## src/rtl/bk_adder_pkg.sv

```systemverilog
// bk_adder_pkg: shared types, latency constant and prefix helpers for bk_adder_pipe
//   BKA_LATENCY  accept-to-result latency in cycles with no backpressure
//   bka_pg_t     propagate/generate pair carried through the prefix tree
//   bka_mode_e   operation mode, encoded as {sub, signed}
//   bka_levels   ceil(log2(w)), the number of up-sweep levels for w positions
//   bka_op       prefix combine: high group absorbs the lower group below it
package bk_adder_pkg;
  localparam int BKA_LATENCY = 3;
  typedef struct packed {
    logic p;
    logic g;
  } bka_pg_t;
  typedef enum logic [1:0] {ADD_U, ADD_S, SUB_U, SUB_S} bka_mode_e;
  function automatic int bka_levels(input int w);
    int n = 0;
    while ((1 << n) < w) n++;
    return n;
  endfunction
  function automatic bka_pg_t bka_op(input bka_pg_t h, input bka_pg_t l);
    return '{p: h.p & l.p, g: h.g | (h.p & l.g)};
  endfunction
endpackage

```

## src/rtl/bk_prefix_tree.sv

```systemverilog
// bk_prefix_tree: combinational Brent-Kung prefix network split into up-sweep and down-sweep halves
//   up_i/up_o  N bitwise p/g pairs in, odd-aligned group p/g pairs out
//   dn_i/dn_o  registered up-sweep result in, full prefix p/g at every position out
// The two halves share no signals so the caller can place a register between them.
// Positions whose partner index falls outside 0..N-1 simply pass through.
module bk_prefix_tree
  import bk_adder_pkg::*;
#(
  parameter int N = 21
) (
  input  bka_pg_t [N-1:0] up_i,
  output bka_pg_t [N-1:0] up_o,
  input  bka_pg_t [N-1:0] dn_i,
  output bka_pg_t [N-1:0] dn_o
);
  localparam int L = bka_levels(N);
  always_comb begin
    up_o = up_i;
    for (int l = 1; l <= L; l++)
      for (int j = 0; j < N; j++)
        if ((j + 1) % (1 << l) == 0) up_o[j] = bka_op(up_o[j], up_o[j - (1 << (l - 1))]);
  end
  always_comb begin
    dn_o = dn_i;
    for (int l = L - 1; l >= 1; l--)
      for (int j = 0; j < N; j++)
        if ((j + 1) % (1 << l) == 0 && j + (1 << (l - 1)) < N)
          dn_o[j + (1 << (l - 1))] = bka_op(dn_o[j + (1 << (l - 1))], dn_o[j]);
  end
endmodule

```

## src/rtl/bk_adder_pipe.sv

```systemverilog
// bk_adder_pipe: 3-stage pipelined Brent-Kung adder/subtractor with valid/ready flow control
//   clk, rst            clock, asynchronous active-high reset
//   in_valid/in_ready   operation handshake; in_a, in_b, in_cin, in_signed, in_sub, in_tag
//   out_valid/out_ready result handshake; out_sum (WIDTH+1 bits, exact), out_tag
// Optional BK_ADDER_PIPE_SKID_EN: 2-entry skid buffer ahead of stage 1 with a registered in_ready.
// The carry-in rides the prefix tree as an extra position 0 (g=c0, p=0), so the
// prefix at position i is the carry into sum bit i.
module bk_adder_pipe
  import bk_adder_pkg::*;
#(
  parameter int WIDTH = 19,
  parameter int TAG_W = 4
) (
  input  logic             clk,
  input  logic             rst,
  input  logic             in_valid,
  output logic             in_ready,
  input  logic [WIDTH-1:0] in_a,
  input  logic [WIDTH-1:0] in_b,
  input  logic             in_cin,
  input  logic             in_signed,
  input  logic             in_sub,
  input  logic [TAG_W-1:0] in_tag,
  output logic             out_valid,
  input  logic             out_ready,
  output logic [WIDTH:0]   out_sum,
  output logic [TAG_W-1:0] out_tag
);
  localparam int N = WIDTH + 1;
  localparam int M = N + 1;
  localparam int IW = 2 * WIDTH + TAG_W + 3;
  logic ld1, ld2, ld3, s_valid, s_cin, s_sgn, s_sub, sub_m, sgn_m, c0;
  logic [IW-1:0] in_bus, s_bus;
  logic [WIDTH-1:0] s_a, s_b;
  logic [TAG_W-1:0] s_tag, tag1_q, tag2_q, tag3_q;
  logic [N-1:0] a_ext, b_ext, p1_q, g1_q, p2_q, sum_d, sum3_q;
  logic v1_q, v2_q, v3_q, c1_q, unused_dn;
  bka_mode_e mode;
  bka_pg_t [M-1:0] up_in, up_out, up2_q, dn_out;
  assign in_bus = {in_a, in_b, in_cin, in_signed, in_sub, in_tag};
  assign {s_a, s_b, s_cin, s_sgn, s_sub, s_tag} = s_bus;
`ifdef BK_ADDER_PIPE_SKID_EN
  logic [IW-1:0] skid_q [2];
  logic [1:0] cnt_q, cnt_d;
  logic rd_q, wr_q, rdy_q, push, pop;
  // An empty skid is bypassed so latency stays at 3; queued entries always go first.
  assign in_ready = rdy_q;
  assign s_valid = cnt_q != 2'd0 || (in_valid && rdy_q);
  assign s_bus = cnt_q != 2'd0 ? skid_q[rd_q] : in_bus;
  assign pop = cnt_q != 2'd0 && ld1;
  assign push = in_valid && rdy_q && !(cnt_q == 2'd0 && ld1);
  assign cnt_d = cnt_q + {1'b0, push} - {1'b0, pop};
  always_ff @(posedge clk or posedge rst)
    if (rst) begin
      cnt_q <= '0;
      rd_q <= 1'b0;
      wr_q <= 1'b0;
      rdy_q <= 1'b1;
    end else begin
      cnt_q <= cnt_d;
      rd_q <= rd_q ^ pop;
      wr_q <= wr_q ^ push;
      rdy_q <= cnt_d < 2'd2;
    end
  always_ff @(posedge clk)
    if (push) skid_q[wr_q] <= in_bus;
`else
  assign s_valid = in_valid;
  assign s_bus = in_bus;
  assign in_ready = !v1_q || ld2;
`endif
  // Bubble-collapsing: a stage loads whenever it is empty or its content moves on.
  assign ld3 = v2_q && (!v3_q || out_ready);
  assign ld2 = v1_q && (!v2_q || ld3);
  assign ld1 = s_valid && (!v1_q || ld2);
  assign mode = bka_mode_e'({s_sub, s_sgn});
  assign sub_m = mode == SUB_U || mode == SUB_S;
  assign sgn_m = mode == ADD_S || mode == SUB_S;
  assign a_ext = {sgn_m & s_a[WIDTH-1], s_a};
  assign b_ext = {sgn_m & s_b[WIDTH-1], s_b} ^ {N{sub_m}};
  assign c0 = s_cin ^ sub_m;
  always_comb begin
    up_in = '0;
    up_in[0] = '{p: 1'b0, g: c1_q};
    for (int i = 0; i < N; i++) up_in[i+1] = '{p: p1_q[i], g: g1_q[i]};
  end
  bk_prefix_tree #(.N(M)) u_tree (
    .up_i(up_in),
    .up_o(up_out),
    .dn_i(up2_q),
    .dn_o(dn_out)
  );
  always_comb begin
    sum_d = '0;
    for (int i = 0; i < N; i++) sum_d[i] = p2_q[i] ^ dn_out[i].g;
  end
  // Carry-out past bit WIDTH and the group propagates are not needed for the exact result.
  assign unused_dn = ^dn_out;
  always_ff @(posedge clk or posedge rst)
    if (rst) begin
      v1_q <= 1'b0;
      v2_q <= 1'b0;
      v3_q <= 1'b0;
      p1_q <= '0;
      g1_q <= '0;
      c1_q <= 1'b0;
      tag1_q <= '0;
      up2_q <= '0;
      p2_q <= '0;
      tag2_q <= '0;
      sum3_q <= '0;
      tag3_q <= '0;
    end else begin
      v1_q <= ld1 || (v1_q && !ld2);
      v2_q <= ld2 || (v2_q && !ld3);
      v3_q <= ld3 || (v3_q && !out_ready);
      if (ld1) begin
        p1_q <= a_ext ^ b_ext;
        g1_q <= a_ext & b_ext;
        c1_q <= c0;
        tag1_q <= s_tag;
      end
      if (ld2) begin
        up2_q <= up_out;
        p2_q <= p1_q;
        tag2_q <= tag1_q;
      end
      if (ld3) begin
        sum3_q <= sum_d;
        tag3_q <= tag2_q;
      end
    end
  assign out_valid = v3_q;
  assign out_sum = sum3_q;
  assign out_tag = tag3_q;
endmodule

```

## config.mk

```make
export PLATFORM = sky130hd
export DESIGN_NAME = bk_adder_pipe
export DESIGN_NICKNAME = d
export VERILOG_FILES = /design/src/rtl/bk_adder_pkg.sv /design/src/rtl/bk_prefix_tree.sv /design/src/rtl/bk_adder_pipe.sv
export SDC_FILE = /design/constraint.sdc
export NUM_CORES = 1
export LEC_CHECK = 0
export ABC_CLOCK_PERIOD_IN_PS = 5310
export BUFFER_PORTS_ARGS = -buffer_cell sky130_fd_sc_hd__buf_2
export CAP_MARGIN = 20
export CELL_PAD_IN_SITES_DETAIL_PLACEMENT = 0
export CELL_PAD_IN_SITES_GLOBAL_PLACEMENT = 1
export CORE_ASPECT_RATIO = 0.8
export CORE_MARGIN = 4
export CORE_UTILIZATION = 47
export DETAILED_ROUTE_END_ITERATION = 8
export GPL_ROUTABILITY_DRIVEN = 0
export HOLD_SLACK_MARGIN = 0.06
export PLACE_DENSITY_LB_ADDON = 0.1
export SKIP_LAST_GASP = 1
export SLEW_MARGIN = 20
export SYNTH_ARGS = -nofsm -noshare
export SYNTH_HDL_FRONTEND = slang
export SYNTH_SLANG_ARGS = --single-unit
```

## constraint.sdc

```tcl
create_clock -name clk -period 5.31 [get_ports clk]
set_input_delay 0.7965 -clock clk [delete_from_list [all_inputs] [get_ports clk]]
set_output_delay 0.7965 -clock clk [all_outputs]
set_load 0.01 [all_outputs]
```

==> run summary <==
The number of failing hold endpoints at the final stage is 0. The count of vias placed by the detailed router came out at ~3300. Counting both buffers and inverters, the worst setup path holds a total of 2. The initial core utilization came out at 49.22%.

The CTS tree is done. In the synthesized netlist the async set-or-reset flop fraction comes to 100.0%. The hold buffer count at cts is 0. Buffers inserted during clock tree synthesis total 17. The tree is rooted in a sky130_fd_sc_hd__clkbuf_16.

The multi-input logic area came out at 0.002307 mm^2. The simple-gate portion of the synthesized area came out at 6.479%. The fraction of final layout cells sized beyond drive strength 1 came out at 36.54%. The row count came out at 34. The dominant cell by count in the synthesized netlist is sky130_fd_sc_hd__dfrtp_1. The final standard cell area without fillers is 0.006454 mm^2.

From bottom edge to top edge, the die measures 104.5 um. The share of the synthesized area in the top cell type came out at 55.40%. The first global-routing pass estimated between 15000 and 20000 um of wire. During I/O placement, the number of pins put on the boundary was between 70 and 80. Entering global routing, the biggest net connects 87 pins.

The data arrival time of the worst path came out at 1.37 ns. The post-cts gate resize count came out at 0. Once detail routing completed, the nets flagged for antenna violations numbered 0. Compared with the post-synthesis result, the final layout area differs by 18.09%. The most used routing layer is met2.

The routed design has 10160 um of wire. The final number of max-transition violations came out at 0. Max-cap violations in this run came to 0. The average wire length per cell after detail routing is approximately 16 um. The largest clock skew in the final design came out at 0.007116 ns. Timing analysis after detailed placement gives a worst setup slack of 2.736 ns. The number of antenna violations at the first check in global routing came out at 0. The critical path is of the input port to output pin type. After detailed routing, the number of remaining DRC violations is 0. Of all cell types, the one taking the most synthesized area is sky130_fd_sc_hd__dfrtp_1. Setup repair after global routing left no endpoint under its margin. The top flip-flop cell by instance count after synthesis is sky130_fd_sc_hd__dfrtp_1. The flip-flop and latch count after synthesis came out at 121. At the pin with the least slew margin, the transition time is 1.031 ns. The clock-pin slew of the registers on the worst-case setup and hold paths is 0.05 ns. After synthesis, flip-flops and latches occupy about 55% of the total area.

The number of clock sinks came out at roughly 120. The leakage power total came out at between 3 and 4 nW. The number of cells after detailed placement came out at 623.

The type of origin of the critical path is an input port. The clock period minus worst slack is 2.164 ns. Fill cells in the final layout number between 900 and 1000. By area the synthesized netlist is led by sky130_fd_sc_hd__dfrtp_1 55%, sky130_fd_sc_hd__mux2_2 11%, sky130_fd_sc_hd__mux2_4 7.1%. The worst setup path is captured at an output pin.

The full die area came out at 0.01343 mm^2. After synthesis, the largest family of logic cells by area is multiplexers. The peak ir drop on the vdd network came out at between 0.2 and 0.25 mV. The maximum fanout along the worst path came out at 3. Measured against the total synthesized area, the mux share comes to between 10% and 20%. The residual overflow from global routing came out at 0. The delay of the slowest cell on the worst path came out at approximately 0.26 ns.

The number of nets in the synthesized netlist is 497. The flow ran to the end, and the final reports show no timing, DRC or antenna violations. The number of antenna diodes in the final layout is 0.

The gate count after technology mapping came out at 420. For this run, global-route usage on met1 was measured as approximately 22%. The synthesized netlist devotes 6.410% of its cell area to adder and majority cells. The area of the mapped netlist is between 0.005 and 0.006 mm^2. The via density per instance is 5.031.

The port buffer count is 74. The peak clock frequency supported by timing came out at 462.0 MHz. The synthesized-area fraction occupied by ao, oa, aoi and oai cells came out at 4.853%. After synthesis, the most frequently instantiated cells are 121 x sky130_fd_sc_hd__dfrtp_1, 62 x sky130_fd_sc_hd__nand2_1, 55 x sky130_fd_sc_hd__mux2_2. The number of global-route vias before repair is 3401. The number of warning messages in the yosys log is 0. The cell with the largest stage delay on the worst path is sky130_fd_sc_hd__nand4b_1. For this run, the total global-route usage over all layers was measured as between 10% and 20%.

The total area inside the core boundary comes to 0.01110 mm^2. The H-tree was split into 4 levels. Yosys mapped a number of flops with a built-in enable equal to 0. In the global route stage, met2 resource usage came out at 24.61%. The post-CTS setup repair buffer count came out at 0. By instance count, the cell type seen most on the critical path is sky130_fd_sc_hd__buf_2. The critical path starts at out_ready. The half-perimeter wire length after placement came out at 6703 um. The die extent in x is 128.6 um. The post-layout instance count excluding filler cells came out at 653.

The deepest clock path buffer count came out at 2. The number of DRC markers after the initial detailed-route iteration came out at 241. The first-pass iteration count of the detailed router came out at 4. Data on the critical path is required at its endpoint by 4.51 ns. The power per standard cell area is 485.3 mW/mm^2. In this run the most critical hold path is launched from p1_q[19]$_DFFE_PP0P_. The insertion delay to the later sink of the worst-skew pair came out at slightly above 0.4 ns. Broken down by cell family, the worst path's largest delay share belongs to buffers and inverters.

The post-synthesis average cell area came out at 13.01 um^2. The launching point of the worst reg2reg path is out_valid$_DFF_PP0_. Adding up every negative setup slack in the final design gives 0 ns. Once placement finished, the instance area stood at 0.005909 mm^2. Global routing consumed, on the met3 layer, 5.749% of the routing resources.

The worst hold slack came out at roughly 0.46 ns. Traced cell by cell, the critical path runs through buf_2 > nand4b_1 > buf_2. The xor/xnor cell area share of the yosys netlist is 5.288%.

The headroom to the max-slew limit came out at a little under a third. The number of nets in the finished design is 575. The slack of the critical path is roughly 3.1 ns.

The post-route fraction of the period consumed by the critical path is 40.76%. The synthesized netlist contains 27 unique library cells. The type of the tightest min-delay check is register to register. The number of failing setup endpoints in the final timing report is 0. The area taken by flip-flops and latches came out at 0.003028 mm^2.
[cells in the final DEF (no fill, tap or decap), types with 2 or more instances in the layout]
cell type and instances:
sky130_fd_sc_hd__dfrtp_1 121, sky130_fd_sc_hd__buf_2 74, sky130_fd_sc_hd__nand2_1 62, sky130_fd_sc_hd__mux2_2 55, sky130_fd_sc_hd__xor2_1 31, sky130_fd_sc_hd__ha_1 28
sky130_fd_sc_hd__o21ai_0 26, sky130_fd_sc_hd__mux2_4 26, sky130_fd_sc_hd__clkbuf_16 17, sky130_fd_sc_hd__nor2_1 15, sky130_fd_sc_hd__a21oi_1 11, sky130_fd_sc_hd__a21o_1 7
sky130_fd_sc_hd__clkbuf_8 6, sky130_fd_sc_hd__clkbuf_1 5, sky130_fd_sc_hd__nand2b_1 4, sky130_fd_sc_hd__o211ai_1 3, sky130_fd_sc_hd__buf_4 3, sky130_fd_sc_hd__xnor2_1 2
sky130_fd_sc_hd__mux2_1 2, sky130_fd_sc_hd__clkinv_2 2
[where the power goes]
group | switching, mW | leakage, nW | internal (mW)
Clock | 0.369 | 0.266 | 0.664
Combinational | 0.335 | 1.44 | 0.390
Sequential | 0.178 | 1.48 | 1.20
Total | 0.883 | 3.18 | 2.25
[logic make-up after synthesis]
kind of cell | count (synthesis)
DFF | 121
and+or+nand+nor | 87
muxes | 84
AOI/OAI and AO/OA | 48
xor gates and xnor gates | 33
adders and majority gates | 28
buffers and inverters | 19
[layout make-up]
type                    instances  share of cell area (%)
flip-flops and latches        121                   46.92
clock inverters                 2                  0.1551
well taps                     144                   2.792
multi-input cells             280                   35.75
clock buffers                  28                   8.162
inverters                       1                  0.1357
repair buffers                 77                   6.088
[final timing paths]
kind                       slack (ns)                      to  cells past startpoint
max                              3.15                in_ready                      3
min                              0.46    p2_q[19]$_DFFE_PP0P_                      2
max reg2reg                      3.49    p2_q[17]$_DFFE_PP0P_                      3
min reg2reg                      0.46    p2_q[19]$_DFFE_PP0P_                      2
max in group asynchronous        3.78     p1_q[3]$_DFFE_PP0P_                      3
min in group asynchronous        0.54  out_tag[3]$_DFFE_PP0P_                      2
[registers in the layout (all words and copies together), names as in the netlist]
| signal | count |
|---|---|
| g1_q | 19 |
| out_valid | 1 |
| tag2_q | 4 |
| p1_q | 20 |
| out_tag | 4 |
| up2_q | 26 |
| v2_q | 1 |
| tag1_q | 4 |
| v1_q | 1 |
| out_sum | 20 |
| c1_q | 1 |
| p2_q | 20 |
[worst reg2reg max path: cells and delay by family (launching register included)]
kind / cells / cell delay, ns
DFF: 1 / 0.39
muxes: 1 / 0.42
and+or+nand+nor: 2 / 0.90
[layer usage]
layer	wire length, um	up-vias	share of wire [%]
met5	0	-	0
met4	96	0	0.95
met3	458	10	4.5
met2	4752	58	47
met1	4851	1624	48
li1	-	1593	-
[metrics by stage]
stage / util (%) / total power [mW]
floorplan: - / 1.870
global placement: 53.22 / 2.103
detailed placement: 53.22 / 2.128
CTS: 58.06 / 3.184
global route: 58.12 / 3.335
finish: 58.12 / 3.132
Power figures use the tool's default switching activity.
